### src/rtl/alu_pkg.sv
// ============================================================================
// Module : alu_pkg
// Brief  : Shared ALU opcode/flag definitions and sequencer state encoding.
// Rev    : 1.0
// ============================================================================
`default_nettype none

package alu_pkg;

    localparam int DATA_W = 16;
    localparam int OP_W   = 5;
    localparam int FLAG_W = 5;

    localparam logic [OP_W-1:0] OP_ADD  = 5'd0;
    localparam logic [OP_W-1:0] OP_SUB  = 5'd1;
    localparam logic [OP_W-1:0] OP_CMP  = 5'd2;
    localparam logic [OP_W-1:0] OP_AND  = 5'd3;
    localparam logic [OP_W-1:0] OP_OR   = 5'd4;
    localparam logic [OP_W-1:0] OP_XOR  = 5'd5;
    localparam logic [OP_W-1:0] OP_NOT  = 5'd6;
    localparam logic [OP_W-1:0] OP_LSH  = 5'd7;
    localparam logic [OP_W-1:0] OP_RSH  = 5'd8;
    localparam logic [OP_W-1:0] OP_ARSH = 5'd9;

    localparam int FLAG_C = 0;
    localparam int FLAG_L = 1;
    localparam int FLAG_F = 2;
    localparam int FLAG_Z = 3;
    localparam int FLAG_N = 4;

    typedef enum logic [1:0] {
        ST_IDLE = 2'd0,
        ST_EXEC = 2'd1,
        ST_WB   = 2'd2
    } state_t;

    function automatic logic op_is_legal(input logic [OP_W-1:0] op);
        return (op <= OP_ARSH);
    endfunction

    function automatic logic op_writes_psr(input logic [OP_W-1:0] op);
        return (op == OP_ADD) || (op == OP_SUB) || (op == OP_CMP);
    endfunction

    function automatic logic op_writes_reg(input logic [OP_W-1:0] op);
        return op_is_legal(op) && (op != OP_CMP);
    endfunction

endpackage

`default_nettype wire

### src/rtl/regfile_2r1w.sv
// ============================================================================
// Module : regfile_2r1w
// Brief  : NUM_REGS x DATA_W register file, two async reads, one async debug
//          read, one synchronous write, asynchronous active-low reset.
// Rev    : 1.0
// ============================================================================
`default_nettype none

module regfile_2r1w #(
    parameter int DATA_W   = alu_pkg::DATA_W,
    parameter int NUM_REGS = 16,
    parameter int AW       = $clog2(NUM_REGS)
) (
    input  logic              clk,
    input  logic              reset_n,
    input  logic              i_we,
    input  logic [AW-1:0]     i_waddr,
    input  logic [DATA_W-1:0] i_wdata,
    input  logic [AW-1:0]     i_raddr_a,
    output logic [DATA_W-1:0] o_rdata_a,
    input  logic [AW-1:0]     i_raddr_b,
    output logic [DATA_W-1:0] o_rdata_b,
    input  logic [AW-1:0]     i_dbg_addr,
    output logic [DATA_W-1:0] o_dbg_data
);

    logic [DATA_W-1:0] r_mem [NUM_REGS];

    always_ff @(posedge clk or negedge reset_n) begin
        if (!reset_n) begin
            for (int i = 0; i < NUM_REGS; i++) begin
                r_mem[i] <= '0;
            end
        end else if (i_we) begin
            r_mem[i_waddr] <= i_wdata;
        end
    end

    // Reads are not bypassed: a write lands in the array and is seen next cycle.
    assign o_rdata_a  = r_mem[i_raddr_a];
    assign o_rdata_b  = r_mem[i_raddr_b];
    assign o_dbg_data = r_mem[i_dbg_addr];

endmodule

`default_nettype wire

### src/rtl/alu_operand_sequencer.sv
// ============================================================================
// Module : alu_operand_sequencer
// Brief  : Execute-stage sequencer around an external combinational ALU:
//          accept, operand fetch, ALU capture, writeback and PSR update.
// Rev    : 1.0
// ============================================================================
`default_nettype none

module alu_operand_sequencer #(
    parameter int DATA_W   = alu_pkg::DATA_W,
    parameter int NUM_REGS = 16,
    parameter int AW       = $clog2(NUM_REGS)
) (
    input  logic              clk,
    input  logic              reset_n,
    input  logic              req_valid,
    output logic              req_ready,
    input  logic [4:0]        req_op,
    input  logic [AW-1:0]     req_rdest,
    input  logic [AW-1:0]     req_rsrc,
    input  logic [7:0]        req_imm,
    input  logic              req_use_imm,
    input  logic              req_imm_signed,
    output logic [DATA_W-1:0] alu_rsrc,
    output logic [DATA_W-1:0] alu_rdest,
    output logic [4:0]        alu_opcode,
    input  logic [DATA_W-1:0] alu_out,
    input  logic [4:0]        alu_flags,
    output logic              done,
    output logic              err,
    output logic [4:0]        psr,
    input  logic [AW-1:0]     dbg_addr,
    output logic [DATA_W-1:0] dbg_data
);

    import alu_pkg::*;

    state_t            r_state;
    state_t            w_state_nxt;
    logic              w_accept;
    logic              w_done;
    logic              w_err;
    logic              w_reg_we;
    logic              w_psr_we;

    logic [4:0]        r_op;
    logic [AW-1:0]     r_rdest_idx;
    logic [DATA_W-1:0] r_opa;
    logic [DATA_W-1:0] r_opb;
    logic [DATA_W-1:0] r_result;
    logic [4:0]        r_flags;
    logic [4:0]        r_psr;

    logic [DATA_W-1:0] w_rd_a;
    logic [DATA_W-1:0] w_rd_b;
    logic [DATA_W-1:0] w_imm_ext;

    assign w_imm_ext = {{(DATA_W-8){req_imm[7] & req_imm_signed}}, req_imm};

    regfile_2r1w #(
        .DATA_W   (DATA_W),
        .NUM_REGS (NUM_REGS),
        .AW       (AW)
    ) u_regfile (
        .clk        (clk),
        .reset_n    (reset_n),
        .i_we       (w_reg_we),
        .i_waddr    (r_rdest_idx),
        .i_wdata    (r_result),
        .i_raddr_a  (req_rdest),
        .o_rdata_a  (w_rd_a),
        .i_raddr_b  (req_rsrc),
        .o_rdata_b  (w_rd_b),
        .i_dbg_addr (dbg_addr),
        .o_dbg_data (dbg_data)
    );

    always_ff @(posedge clk or negedge reset_n) begin
        if (!reset_n) begin
            r_state <= ST_IDLE;
        end else begin
            r_state <= w_state_nxt;
        end
    end

    always_comb begin
        w_state_nxt = r_state;
        w_accept    = 1'b0;
        w_done      = 1'b0;
        w_err       = 1'b0;
        w_reg_we    = 1'b0;
        w_psr_we    = 1'b0;
        case (r_state)
            ST_IDLE: begin
                if (req_valid) begin
                    w_accept    = 1'b1;
                    w_state_nxt = ST_EXEC;
                end
            end
            ST_EXEC: begin
                w_state_nxt = ST_WB;
            end
            ST_WB: begin
                w_done      = 1'b1;
                w_err       = !op_is_legal(r_op);
                w_reg_we    = op_writes_reg(r_op);
                w_psr_we    = op_writes_psr(r_op);
                w_state_nxt = ST_IDLE;
            end
            default: begin
                w_state_nxt = ST_IDLE;
            end
        endcase
    end

    // Operands are frozen at accept, so the ALU sees a stable pair through EXEC.
    always_ff @(posedge clk or negedge reset_n) begin
        if (!reset_n) begin
            r_op        <= '0;
            r_rdest_idx <= '0;
            r_opa       <= '0;
            r_opb       <= '0;
            r_result    <= '0;
            r_flags     <= '0;
            r_psr       <= '0;
        end else begin
            if (w_accept) begin
                r_op        <= req_op;
                r_rdest_idx <= req_rdest;
                r_opa       <= w_rd_a;
                r_opb       <= req_use_imm ? w_imm_ext : w_rd_b;
            end
            if (r_state == ST_EXEC) begin
                r_result <= alu_out;
                r_flags  <= alu_flags;
            end
            if (w_psr_we) begin
                r_psr <= r_flags;
            end
        end
    end

    assign req_ready  = (r_state == ST_IDLE);
    assign alu_rdest  = r_opa;
    assign alu_rsrc   = r_opb;
    assign alu_opcode = r_op;
    assign done       = w_done;
    assign err        = w_err;
    assign psr        = r_psr;

endmodule

`default_nettype wire

### config.mk
export PLATFORM = sky130hd
export DESIGN_NAME = alu_operand_sequencer
export DESIGN_NICKNAME = d
export VERILOG_FILES = /design/src/rtl/alu_pkg.sv /design/src/rtl/regfile_2r1w.sv /design/src/rtl/alu_operand_sequencer.sv
export SDC_FILE = /design/constraint.sdc
export NUM_CORES = 1
export LEC_CHECK = 0
export CORE_MARGIN = 2
export CORE_UTILIZATION = 50
export DETAILED_ROUTE_END_ITERATION = 12
export PLACE_DENSITY = 0.78
export SLEW_MARGIN = 20
export SYNTH_ARGS = -nofsm -noshare
export SYNTH_HDL_FRONTEND = slang
export SYNTH_SLANG_ARGS = --single-unit
### constraint.sdc
create_clock -name clk -period 3.35 [get_ports clk]
set_clock_uncertainty 0.1 [all_clocks]
set_input_delay 0.335 -clock clk [delete_from_list [all_inputs] [get_ports clk]]
set_output_delay 0.335 -clock clk [all_outputs]
set_load 0.05 [all_outputs]
==> out/results.env, run 1 <==
MAX_SLEW.WORST_PIN.SLEW_NS=0.975
CLOCK_SINKS=325
SETUP_VIOLATIONS=0
CTS_BUFFER_DEPTH=3
POSTROUTEANTENNANETS=0
FINAL.MIN_CLOCK_PERIOD_NS=2.82
SYNTHTOLAYOUTAREAGROWTH_PCT=17.0
DETAILEDPLACEMENTHPWL_UM=34500
FLOORPLAN.ROWS=69
REQUIRED_NS=3.66
TIMING.FINAL.HOLD_VIOLATIONS=0
YOSYS_WARNINGS=0
WORSTPATHCELLLIST='or3b_1, a21o_1, buf_4, nor3_4, buf_4, mux2_2'
CRITICAL_PATH.MAX_STAGE_DELAY_NS=0.46
RSZ_0062_RAISED_AFTER_GLOBAL_ROUTING='false'
YOSYS_MOST_USED_DFF='sky130_fd_sc_hd__dfrtp_1'
LAYOUT.FILLER_CELLS=2710
STARTPOINT_OF_THE_TIGHTEST_HOLD_CHECK_PATH='req_op[3]'
POSTSYNTHNETCOUNT=1245
MAX-CAP-VIOLATIONS=0
VIA_COUNT=12400
SYNTH_LARGEST_TYPE_AREA_FRACTION_PCT=44.6
INITIAL_CORE_UTIL_PCT=51.0
ANTENNA_VIOLATIONS_BEFORE_REPAIR=2
SYNTH_TOP_CELLS_BY_COUNT='sky130_fd_sc_hd__dfrtp_1, sky130_fd_sc_hd__mux2_2, sky130_fd_sc_hd__mux4_2, sky130_fd_sc_hd__clkbuf_1, sky130_fd_sc_hd__nand2_1'
STARTPOINT='r_state[0]'
FIN_TNS_SETUP_NS=0
DIE_H_UM=195
DP_WORST_SETUP_SLACK_NS=0.577
CHIPWIDTH_UM=195
SYNTH_MOST_COMMON_CELL='sky130_fd_sc_hd__dfrtp_1'
REMAINING_DRC_ERRORS=0
WIRE_PER_INST_UM=29.6
POST_CTS_RESIZED=0
LEAKAGE_nW=9.42
SYNTH.TOP_CELLS.BY_AREA='sky130_fd_sc_hd__dfrtp_1, sky130_fd_sc_hd__mux4_2, sky130_fd_sc_hd__mux2_2'
HOLD_CLASS='input port to flip-flop'
IO_PINS=112
CRITPATHMAXFANOUT=16
SYNTH_SEQ_AREA_SHARE_PCT=44.6
DRTPASS1ITERATIONS=5
WORST_SETUP_PATH_END_KIND='flip-flop'
WORSTREG2REGSTART='r_state[0]'
MULTI_INPUT_AREA_UM2=9630
STATUS='completed'
POST_SYNTH_INSTANCE_AREA_UM2=18200
SYNTH-ASYNC-RESET-RATIO_PCT=100
PORT_BUFFERS=111
FINAL_MIN_PERIOD_OVER_CLOCK_PERIOD_PCT=84.2
SLOWEST_STAGE='sky130_fd_sc_hd__dfrtp_1'
CRIT_ARRIVAL_NS=3.13
GRT.OVERFLOW.TOTAL=0
WORST_SLEW_MARGIN_REL_PCT=35.0
SYNTHESIS.AREA_PER_INSTANCE_UM2=15.3
TRACK_USAGE_PCT=28.7
GRT_PASS1_VIAS=12800
CLOCK_TREE.ROOT_CELL='sky130_fd_sc_hd__clkbuf_16'
SYNTH_AREA_LEADER_CELL='sky130_fd_sc_hd__dfrtp_1'
TRITONCTS_CLOCK_TREE='built'
FIRST_ITER_VIOLATIONS=1375
PATH_COMMON_CELL='sky130_fd_sc_hd__buf_4'
FLOORPLAN.CORE_AREA_UM2=35700
MAX_CLOCK_FREQ_MHz=355
POSTSYNTHREGISTERBITS=325
PLACE.GP.CONGESTION=0.864
IRDROPWORSTVDD_V=0.000347
YOSYS.CELL_TYPES.COUNT=44
LAYOUT.NETS=1357
SYN_INST=1194
WORST_SLACK_NS=0.530
TOTALWIRELENGTH_UM=53200
WORST_SETUP_PATH_TYPE='flip-flop to flip-flop'
POST_DRT_VIA_CELL_RATIO=6.90
SYNTH_EDF_COUNT=0
FINALMAXSLEWVIOLATIONS=0
DIODES=0
LARGEST_NET_DEGREE_AT_THE_START_OF_GLOBAL_ROUTING=85
CLK_LAT_WORST_SKEW_NS=0.53
HTREE_LEVELS=2
WIRE_LENGTH_OF_THE_FIRST_GLOBAL_ROUTING_PASS_UM=81400
POWER_DENSITY_CELLS_nW_PER_UM2=745
CTS_BUFFERS=36
DIE-AREA_UM2=38000
FINAL_LAYOUT_SIZE_SUFFIX_GT1_SHARE_PCT=49.0
FINAL-SEQ-AREA_UM2=8130
WORST_SETUP_HOLD_PATH_CLK_SLEW_NS=0.06
TIMING.CRITICAL_PATH.FROM_TYPE='flip-flop'
CTS_POST_SETUP_BUFFERS_INSERTED=0
==> cells in the final DEF, fill, tap and decap left out, types with 16 or more instances in the layout <==
cell,instances
sky130_fd_sc_hd__mux4_2,194
sky130_fd_sc_hd__nand2_1,57
sky130_fd_sc_hd__o21ai_0,16
sky130_fd_sc_hd__clkbuf_16,37
sky130_fd_sc_hd__mux2i_1,46
sky130_fd_sc_hd__mux2_2,266
sky130_fd_sc_hd__dfrtp_1,325
sky130_fd_sc_hd__mux2_1,16
sky130_fd_sc_hd__nand3_1,22
sky130_fd_sc_hd__buf_4,87
sky130_fd_sc_hd__clkdlybuf4s50_1,86
sky130_fd_sc_hd__a22oi_1,37
==> routing by layer <==
metal,vias to the layer above,track usage [%],wire length (µm)
met3,165,7.53,5170
met2,738,45.1,25100
met1,6532,37.8,20300
li1,4944,-,-
met4,4,12.9,2560
met5,-,0,27
==> power breakdown <==
group          switching, mW  internal, mW  total, mW
Sequential              1.58          5.18       6.76
Combinational           2.20          2.81       5.02
Clock                   1.62          2.50       4.12
==> worst paths after layout <==
path                                         to  slack (ns)  depth (start not counted)
setup reg to reg             u_regfile.r_mem[1]        0.53                          6
hold reg to reg                     alu_rsrc[6]        0.39                          2
hold / removal                    alu_opcode[3]        0.24                          3
max in group asynchronous         alu_opcode[2]        1.72                          3
setup / recovery             u_regfile.r_mem[1]        0.53                          6
min in group asynchronous  u_regfile.r_mem[242]        0.27                          2
==> critical path: cells and delay by family (launching register included) <==
family	cells	cell delay (ns)
buffers and inverters	2	0.72
and+or+nand+nor	2	0.58
DFF	1	0.46
AOI/OAI and AO/OA	1	0.44
muxes	1	0.39
==> metrics by stage <==
step | instances | total power [mW] | hold WS (ns) | utilization [%] | instance area (µm²)
after floorplan | 1194 | 10.0 | -0.0606 | - | 18200
after global placement | 1728 | 11.5 | 0.288 | 56.2 | 20100
after detailed placement | 1728 | 11.7 | 0.294 | 56.2 | 20100
after CTS | 1795 | 15.9 | 0.226 | 59.7 | 21300
after global routing | 1795 | 16.5 | 0.259 | 59.7 | 21300
final | 1795 | 15.9 | 0.241 | 59.7 | 21300
==> flip-flops by register name, summed over array words and instances (netlist names) <==
register	flops
r_state	2
u_regfile.r_mem	256
r_result	16
r_flags	5
alu_rdest	16
alu_opcode	5
psr	5
alu_rsrc	16
r_rdest_idx	4
==> cells by family after synthesis <==
kind of cell | synth area share (%)
AO/OA/AOI/OAI | 3.28
buffers and inverters | 2.74
flip-flops | 44.6
AND/OR/NAND/NOR | 4.65
multiplexers | 44.7
==> cell type report <==
class / instances / share of cell area, %
Timing Repair Buffer: 189 / 8.17
Sequential cell: 325 / 38.1
Clock buffer: 57 / 5.35
Inverter: 2 / 0.0352
Tap cell: 461 / 2.70
Multi-Input combinational cell: 752 / 45.1
Clock inverter: 9 / 0.510
==> timing repair <==
| item | CTS | global route |
|---|---|---|
| hold buffers | 1 | 0 |
| endpoints found under the hold margin | 78 | 0 |
| setup endpoints to repair | 0 | 0 |
Power figures use the tool's default switching activity.
==> run 2, diff against run 1 <==
clock period = 2.9 ns   (was 3.35 ns; I/O delays follow)
==> out/results.env, run 2 (same netlist as run 1, synthesis figures left out) <==
CRIT_FAMILY='simple AND/OR/NAND/NOR gates'  # was buffers and inverters
WORST_SETUP_HOLD_PATH_CLK_SLEW_NS=0.06  # about the same
WORST_SLEW_MARGIN_REL_PCT=35.7  # was 35.0%
WORSTPATHCELLLIST='or3b_1, a21o_1, buf_4, nor3_4, buf_4, mux2_2'  # unchanged
CLOCK_SINKS=325  # unchanged
CRIT_ARRIVAL_NS=2.98  # was 3.13 ns
INITIAL_CORE_UTIL_PCT=51.0  # unchanged
VIA_COUNT=12300  # was 12,400
MOSTFREQUENTLAYOUTCELLS='sky130_fd_sc_hd__dfrtp_1, sky130_fd_sc_hd__mux2_2, sky130_fd_sc_hd__mux4_2'  # unchanged
ANTENNA_VIOLATIONS_BEFORE_REPAIR=0  # was 2
CLOCK_TREE.ROOT_CELL='sky130_fd_sc_hd__clkbuf_16'  # unchanged
FIN_TNS_SETUP_NS=0  # unchanged
CTS_BUFFER_DEPTH=3  # unchanged
STATUS='completed'  # unchanged
GRT.OVERFLOW.TOTAL=0  # unchanged
MIN_PATH_CELLS=3  # unchanged
TIMING.FINAL.HOLD_VIOLATIONS=0  # unchanged
CELL_DEPTH_OF_THE_WORST_SETUP_PATH=6  # unchanged
CTS.HOLD.BUFFERS_ADDED=1  # unchanged
REMAINING_DRC_ERRORS=0  # unchanged
POST_DRT_VIA_CELL_RATIO=6.86  # was 6.90
LAYOUT.NETS=1364  # was 1,357
FINAL_LAYOUT_SIZE_SUFFIX_GT1_SHARE_PCT=48.8  # was 49.0%
MAX-CAP-VIOLATIONS=0  # unchanged
HOLD_CLASS='input port to flip-flop'  # unchanged
FIRST_ITER_VIOLATIONS=1278  # was 1,375
GRT_PASS1_VIAS=12800  # about the same
FLOORPLAN.ROWS=69  # unchanged
TIMING.CRITICAL_PATH.FROM_TYPE='flip-flop'  # unchanged
WORST_SETUP_PATH_TYPE='flip-flop to flip-flop'  # unchanged
FLOORPLAN.CORE_AREA_UM2=35700  # unchanged
POSTROUTEANTENNANETS=0  # unchanged
TOTALWIRELENGTH_UM=52200  # was 53,200 µm
CTS_BUFFERS=37  # was 36
POWER_mW=18.0  # was 15.9 mW
DRTPASS1ITERATIONS=6  # was 5
IO_PINS=112  # unchanged
PATH_COMMON_CELL='sky130_fd_sc_hd__buf_4'  # unchanged
FINAL-SEQ-AREA_UM2=8130  # unchanged
WIRE_LENGTH_OF_THE_FIRST_GLOBAL_ROUTING_PASS_UM=80500  # was 81,400 µm
SETUP_VIOLATIONS=0  # unchanged
MAX_CLOCK_FREQ_MHz=373  # was 355 MHz
HOLD_WS_NS=0.154  # was 0.241 ns
TRITONCTS_CLOCK_TREE='built'  # unchanged
LEAKAGE_nW=9.42  # about the same
CHIPWIDTH_UM=195  # unchanged
LARGEST_NET_DEGREE_AT_THE_START_OF_GLOBAL_ROUTING=78  # was 85
MAX_SLEW.WORST_PIN.SLEW_NS=0.964  # was 0.975 ns
LARGEST_REGISTER_FFS=256  # unchanged
MULTI_INPUT_AREA_UM2=9630  # unchanged
WORST_SETUP_PATH_END_KIND='flip-flop'  # unchanged
DIE_H_UM=195  # unchanged
WIRE_PER_INST_UM=29.1  # was 29.6 µm
SLOWEST_STAGE='sky130_fd_sc_hd__dfrtp_1'  # unchanged
CRITPATHMAXFANOUT=12  # was 16
TOP_REGISTER='u_regfile.r_mem'  # unchanged
CLK_LAT_WORST_SKEW_NS=0.53  # about the same
DETAILEDPLACEMENTHPWL_UM=33800  # was 34,500 µm
POWER_DENSITY_CELLS_nW_PER_UM2=844  # was 745 nW/µm²
IRDROPWORSTVDD_V=0.000441  # was 0.000347 V
FINAL_MIN_PERIOD_OVER_CLOCK_PERIOD_PCT=92.4  # was 84.2%
PLACE.GP.CONGESTION=0.862  # was 0.864
SYNTHTOLAYOUTAREAGROWTH_PCT=17.2  # was 17.0%
CTS_POST_SETUP_BUFFERS_INSERTED=0  # unchanged
REQUIRED_NS=3.20  # was 3.66 ns
DIODES=0  # unchanged
DIE-AREA_UM2=38000  # unchanged
LAYOUT.FILLER_CELLS=2696  # was 2,710
CRITICAL_PATH_BUF_INV_COUNT=2  # unchanged
HTREE_LEVELS=2  # unchanged
CRITICAL_PATH.MAX_STAGE_DELAY_NS=0.46  # about the same
TRACK_USAGE_PCT=28.2  # was 28.7%
PORT_BUFFERS=111  # unchanged
RSZ_0062_RAISED_AFTER_GLOBAL_ROUTING='false'  # unchanged
FF2FF_PATH_DEPTH=6  # unchanged
FINALMAXSLEWVIOLATIONS=0  # unchanged
POST_CTS_RESIZED=0  # unchanged
FINAL.MIN_CLOCK_PERIOD_NS=2.68  # was 2.82 ns
LAYOUT.CELLS.MOST_COMMON='sky130_fd_sc_hd__dfrtp_1'  # unchanged
## run 2: cell count changes in the layout (fill, tap and decap cells not counted), sizes merged
cell,previous run,this run
buf,102,108
bufinv,2,1
clkbuf,57,54
clkinvlp,1,3
inv,4,2
## run 2: layout make-up
cell class,instances,share of cell area [%]
Clock inverter,8,0.357
Clock buffer,54,5.01
Sequential cell,325,38.1
Timing Repair Buffer,195,8.78
Multi-Input combinational cell,752,45.1
Inverter,2,0.0351
Tap cell,461,2.70
## run 2: final timing paths
path	start	to	slack (ns)
setup / recovery	r_state[0]	u_regfile.r_mem[0]	0.22
hold / removal	req_rdest[0]	r_rdest_idx[0]	0.15
setup reg to reg	r_state[0]	u_regfile.r_mem[0]	0.22
hold reg to reg	alu_rsrc[6]	alu_rsrc[6]	0.38
max in group asynchronous	reset_n	r_result[10]	1.67
min in group asynchronous	reset_n	u_regfile.r_mem[240]	0.18
## run 2: power breakdown
| group | leakage [nW] | switching (mW) | internal [mW] |
|---|---|---|---|
| Combinational | 4.52 | 2.53 | 3.26 |
| Clock | 0.555 | 1.83 | 2.64 |
| Sequential | 4.34 | 1.79 | 5.99 |
| Total | 9.42 | 6.14 | 11.9 |
## run 2: worst min-delay path, stage by stage
cell	delay, ns
sky130_fd_sc_hd__buf_4	0.27
sky130_fd_sc_hd__nand2_1	0.13
sky130_fd_sc_hd__nand2_1	0.05
## run 2: through the flow
stage	instances	instance area, µm²	utilization (%)	worst slack [ns]
finish	1797	21400	59.8	0.219
global route	1797	21400	59.8	0.181
CTS	1797	21400	59.8	0.244
detailed placement	1734	20200	56.6	0.269
global placement	1734	20200	56.6	0.309
floorplan	1194	18200	-	0.112
## run 2: routing by layer
metal	routed length [µm]	track usage, %
met1	20100	38.0
met2	24700	44.3
met4	2280	11.7
met5	0	0
met3	5160	7.08
==> run 3, diff against run 2 <==
==> constraint.sdc (replaced) <==
create_clock -name clk -period 2.9 [get_ports clk]
set_clock_uncertainty 0.1 [all_clocks]
set_input_delay 0.725 -clock clk [delete_from_list [all_inputs] [get_ports clk]]
set_output_delay 0.725 -clock clk [all_outputs]
set_load 0.05 [all_outputs]
==> out/results.env, run 3 (same netlist as run 1, synthesis figures left out) <==
DETAILEDPLACEMENTHPWL_UM=34700  # was 33,800 µm
WIRE_LENGTH_OF_THE_FIRST_GLOBAL_ROUTING_PASS_UM=82300  # was 80,500 µm
GRT.OVERFLOW.TOTAL=0  # unchanged
CTS_BUFFERS=36  # was 37
HTREE_LEVELS=2  # unchanged
IO_PINS=112  # unchanged
FIN_TNS_SETUP_NS=-2.33  # was 0 ns
FIRST_ITER_VIOLATIONS=1411  # was 1,278
WORST_SLEW_MARGIN_REL_PCT=42.8  # was 35.7%
WIRE_PER_INST_UM=29.5  # was 29.1 µm
LAYOUT.FILLER_CELLS=2592  # was 2,696
TOTALWIRELENGTH_UM=53700  # was 52,200 µm
WORST_SETUP_HOLD_PATH_CLK_SLEW_NS=0.06  # about the same
ANTENNA_VIOLATIONS_BEFORE_REPAIR=0  # unchanged
LARGEST_REGISTER_FFS=256  # unchanged
WORST_SETUP_PATH_TYPE='input port to output pin'  # was flip-flop to flip-flop
WORSTREG2REGSTART='r_state[0]'  # unchanged
REMAINING_DRC_ERRORS=0  # unchanged
MAX-CAP-VIOLATIONS=0  # unchanged
FINALMAXSLEWVIOLATIONS=0  # unchanged
TIMING.CRITICAL_PATH.FROM_TYPE='input port'  # was flip-flop
FINAL_MIN_PERIOD_OVER_CLOCK_PERIOD_PCT=106  # was 92.4%
NETSWITCHINGPOWER_mW=6.29  # was 6.14 mW
PLACE.GP.CONGESTION=0.897  # was 0.862
GRT_PASS1_VIAS=13200  # was 12,800
RSZ_0062_RAISED_AFTER_GLOBAL_ROUTING='true'  # was false
POWER_DENSITY_CELLS_nW_PER_UM2=836  # was 844 nW/µm²
TRACK_USAGE_PCT=28.9  # was 28.2%
CLK_LAT_WORST_SKEW_NS=0.56  # was 0.53 ns
LARGEST_NET_DEGREE_AT_THE_START_OF_GLOBAL_ROUTING=59  # was 78
REQUIRED_NS=2.08  # was 3.20 ns
MAX_SLEW.WORST_PIN.SLEW_NS=0.857  # was 0.964 ns
FINAL_LAYOUT_SIZE_SUFFIX_GT1_SHARE_PCT=49.8  # was 48.8%
VIOLATIONS_IN_THE_FINAL_REPORTS='negative setup slack'
DIE-AREA_UM2=38000  # unchanged
STARTPOINT='dbg_addr[0]'  # was r_state[0]
DIE_H_UM=195  # unchanged
POST_DRT_VIA_CELL_RATIO=6.85  # was 6.86
FLOORPLAN.CORE_AREA_UM2=35700  # unchanged
FINAL_UTIL_PCT=61.1  # was 59.8%
VIA_COUNT=12500  # was 12,300
CLOCK_SINKS=325  # unchanged
MAX_CLOCK_FREQ_MHz=325  # was 373 MHz
PART_OF_THE_POWER_IN_COMBINATIONAL_LOGIC_PCT=32.3  # was 32.1%
TOP_REGISTER='u_regfile.r_mem'  # unchanged
LEAKAGE_nW=9.65  # was 9.42 nW
DIODES=0  # unchanged
PORT_BUFFERS=111  # unchanged
WORST_SETUP_PATH_END_KIND='output pin'  # was flip-flop
FF2FF_PATH_DEPTH=6  # unchanged
IRDROPWORSTVDD_V=0.000428  # was 0.000441 V
CLOCK_TREE.ROOT_CELL='sky130_fd_sc_hd__clkbuf_16'  # unchanged
SYNTHTOLAYOUTAREAGROWTH_PCT=19.8  # was 17.2%
HOLD_CLASS='input port to asynchronous set/reset pin'  # was input port to flip-flop
LAYOUT.NETS=1385  # was 1,364
MOSTFREQUENTLAYOUTCELLS='sky130_fd_sc_hd__dfrtp_1, sky130_fd_sc_hd__mux2_2, sky130_fd_sc_hd__mux4_2'  # unchanged
REG2REG_SETUP_SLACK_NS=0.10  # was 0.22 ns
POWER_mW=18.3  # was 18.0 mW
INTERNAL_POWER_mW=12.0  # was 11.9 mW
CLKPWRFRAC_PCT=24.8  # about the same
FLOORPLAN.ROWS=69  # unchanged
STATUS='complete, but fails checks'  # was completed
FINAL.MIN_CLOCK_PERIOD_NS=3.08  # was 2.68 ns
WORST_SLACK_NS=-0.178  # was 0.219 ns
INITIAL_CORE_UTIL_PCT=51.0  # unchanged
POWER.SHARE.SWITCHING_PCT=34.4  # was 34.1%
CHIPWIDTH_UM=195  # unchanged
TIMING.RR.END='u_regfile.r_mem[192]'  # was u_regfile.r_mem[0]
POSTROUTEANTENNANETS=0  # unchanged
SEQ_POWER_SHARE_PCT=42.9  # was 43.2%
DRTPASS1ITERATIONS=5  # was 6
TIMING.FINAL.HOLD_VIOLATIONS=0  # unchanged
SETUP_VIOLATIONS=16  # was 0
CTS_POST_SETUP_BUFFERS_INSERTED=0  # unchanged
TRITONCTS_CLOCK_TREE='built'  # unchanged
CRIT_PATH_END='dbg_data[15]'  # was u_regfile.r_mem[0]
CRITPATHMAXFANOUT=7  # was 12
CRIT_ARRIVAL_NS=2.25  # was 2.98 ns
LAYOUT.CELLS.MOST_COMMON='sky130_fd_sc_hd__dfrtp_1'  # unchanged
CTS_BUFFER_DEPTH=3  # unchanged
==> run 3: power groups by stage <==
stage | Combinational, mW | Sequential, mW | Clock [mW]
final | 5.90 | 7.84 | 4.52
after global routing | 6.22 | 8.04 | 4.77
after detailed placement | 5.76 | 7.81 | 0
after CTS | 5.91 | 7.76 | 4.59
after global placement | 5.60 | 7.71 | 0
after floorplan | 4.01 | 7.62 | 0
==> run 3: repair_timing <==
| item | 4_1_cts | 5_1_grt |
|---|---|---|
| pin swaps | 0 | 0 |
| gates resized for setup | 34 | 3 |
| hold buffers | 0 | 0 |
| cloned | 7 | 0 |
| setup endpoints to repair | 17 | 18 |
==> run 3: worst min path at each step <==
stage / depth (start not counted) / start / end / slack (ns)
3_5_place_dp: 2 / alu_rsrc[0] / alu_rsrc[0] / 0.37
3_3_place_gp: 2 / alu_rsrc[6] / alu_rsrc[6] / 0.37
4_1_cts: 1 / reset_n / r_rdest_idx[0] / 0.01
5_1_grt: 1 / reset_n / u_regfile.r_mem[66] / 0.04
2_1_floorplan: 0 / reset_n / alu_opcode[0] / 0.33
6_report: 1 / reset_n / alu_rdest[0] / 0.01
==> run 3: area by class of cell <==
type / count / area, µm² / share of cell area (%)
sequential: 325 / 8130 / 37.2
timing repair buffer: 217 / 2340 / 10.7
clock inverter: 13 / 156 / 0.716
tap: 461 / 577 / 2.64
clock buffer: 49 / 1000 / 4.58
inverter: 2 / 7.51 / 0.0344
multi-input combinational: 752 / 9630 / 44.1
==> run 3: per-layer routing <==
metal,GRT usage [%],up-vias,routed length [µm]
met4,16.7,0,3180
met2,44.3,834,24900
met1,37.5,6430,20000
met3,7.91,202,5680
li1,-,4995,-
met5,0,-,0
==> run 3: worst max-delay path, stage by stage <==
cell and delay, ns:
sky130_fd_sc_hd__buf_16 0.13, sky130_fd_sc_hd__buf_12 0.14, sky130_fd_sc_hd__mux4_2 0.50, sky130_fd_sc_hd__mux4_2 0.56, sky130_fd_sc_hd__buf_6 0.19
==> run 3: per-stage QoR <==
| step | std cells | cell area, µm² | hold slack, ns | worst slack [ns] |
|---|---|---|---|---|
| 2_1_floorplan | 1194 | 18400 | 0.329 | -0.0746 |
| 3_3_place_gp | 1750 | 20400 | 0.372 | -0.334 |
| 3_5_place_dp | 1750 | 20400 | 0.371 | -0.357 |
| 4_1_cts | 1819 | 21800 | 0.0110 | -0.185 |
| 5_1_grt | 1819 | 21800 | 0.0388 | -0.206 |
| 6_report | 1819 | 21800 | 0.0137 | -0.178 |
==> RTL edit, RTL diff (flow settings as in run 2) <==
`DATA_W`: 16 -> 32.
--- a/src/rtl/alu_pkg.sv
+++ b/src/rtl/alu_pkg.sv
@@ -7,7 +7,7 @@
 
 package alu_pkg;
 
-    localparam int DATA_W = 16;
+    localparam int DATA_W = 32;
     localparam int OP_W   = 5;
     localparam int FLAG_W = 5;
 
Interface: changed (resized alu_out, alu_rdest, alu_rsrc and dbg_data); port bits go from 112 to 176. The function was not compared with the original's and may differ.
==> RTL edit against run 2 <==
  * Final area increased by 93%
  * Sequential power increased by 95%
  * Synthesized area increased by 92%
  * Die area increased by 90%
  * Power increased by 97%
  * Setup slack got worse by 0.023 ns
  * Wire length increased by 110%
  * Utilization decreased by 0.59 points
  * Sequential cell count increased by 304
  * Via count increased by 95%
==> RTL edit: results <==
clocking:
  insertion_delay_ns: 0.62
  clock-sinks: 629
placement:
  numPortBuffers: 175
  dp_cells: 3297
synthesis:
  synth_cell_types: 41
  synthTopCellsByArea: "dfrtp_1 45%, mux4_2 25%, mux2_2 18%, mux2i_1 3.2%, a22oi_1 1.5%"
  yosysSeqAreaShare: 0.4490
layout:
  signal_buffers: 297
  multi_input_area_share: 0.4487
  largest_reg_flops: 512
  final-clk-cell-share: 0.05840
  layout.nets: 2497
  multi_input_gates: 1427
  clock_buffers: 106
global_route:
  grt_max_degree: 76
  grt_pass1_vias: 25370
setup_path:
  crit_slowest_cell: "mux4_2"
  rrSetupSlack_ns: 0.30
  path_max_fanout: 4
pwr:
  power_frac_clock: 0.261
  comb_cell_power_mw: 11.0
  ir_worst_vdd_v: 0.0004536
  leakagePower_nw: 17.81
drt:
  drt-initial-drc-count: 3217
  dr.pass1.iters: 5
  vias_per_cell: 7.027
timing:
  slew_headroom: 0.4812
  period_needed_ns: 2.704
status:
  status: "completed"
[RTL edit: cell types whose count changed in the layout (fill, tap and decap cells not counted), moves of 16 or more]
cell | run 2 | this run
o32a_1 | 8 | 24
nand3_1 | 22 | 42
mux2i_1 | 46 | 111
o211ai_1 | 14 | 31
dfrtp_1 | 325 | 629
a22oi_1 | 37 | 71
buf_12 | 16 | 66
clkdlybuf4s50_1 | 86 | 129
mux2_2 | 266 | 554
mux4_2 | 194 | 384
clkbuf_16 | 37 | 74
o21ai_0 | 16 | 53
[RTL edit: path summary, 6_finish.rpt]
kind                                     start                    to  cells after the start
hold / removal                    req_rdest[1]        r_rdest_idx[1]                      3
min in group asynchronous              reset_n  u_regfile.r_mem[353]                      2
max in group asynchronous              reset_n          r_result[10]                      3
setup / recovery           u_regfile.r_mem[21]          dbg_data[21]                      3
setup reg to reg                    r_state[1]  u_regfile.r_mem[396]                      6
hold reg to reg                    alu_rsrc[6]           alu_rsrc[6]                      2
[RTL edit: cell families after synthesis]
logic type / share of synthesized area
buffers and inverters: 0.02809
AND/OR/NAND/NOR: 0.02545
flip-flops: 0.4490
AO/OA/AOI/OAI: 0.03829
multiplexers: 0.4592
[RTL edit: timing repair]
item	in CTS	in global routing
endpoints found under the setup margin	0	0
hold endpoints to repair	80	0
gates resized for setup	0	0
hold buffers	1	0
[RTL edit: worst max-delay path, delay by kind of cell, from the launching register on]
family	cells	cell delay, ns
buffers and inverters	1	0.23
DFF	1	0.41
muxes	2	1.05
[RTL edit: per-layer routing]
layer / global-route usage / vias up / share of wire / wire, um
met5: 0 / - / 0.000082 / 9
met4: 0.1578 / 2 / 0.051 / 5546
met3: 0.07671 / 350 / 0.11 / 12200
met2: 0.4785 / 1605 / 0.47 / 51270
met1: 0.4134 / 12720 / 0.37 / 40480
li1: - / 9369 / - / -
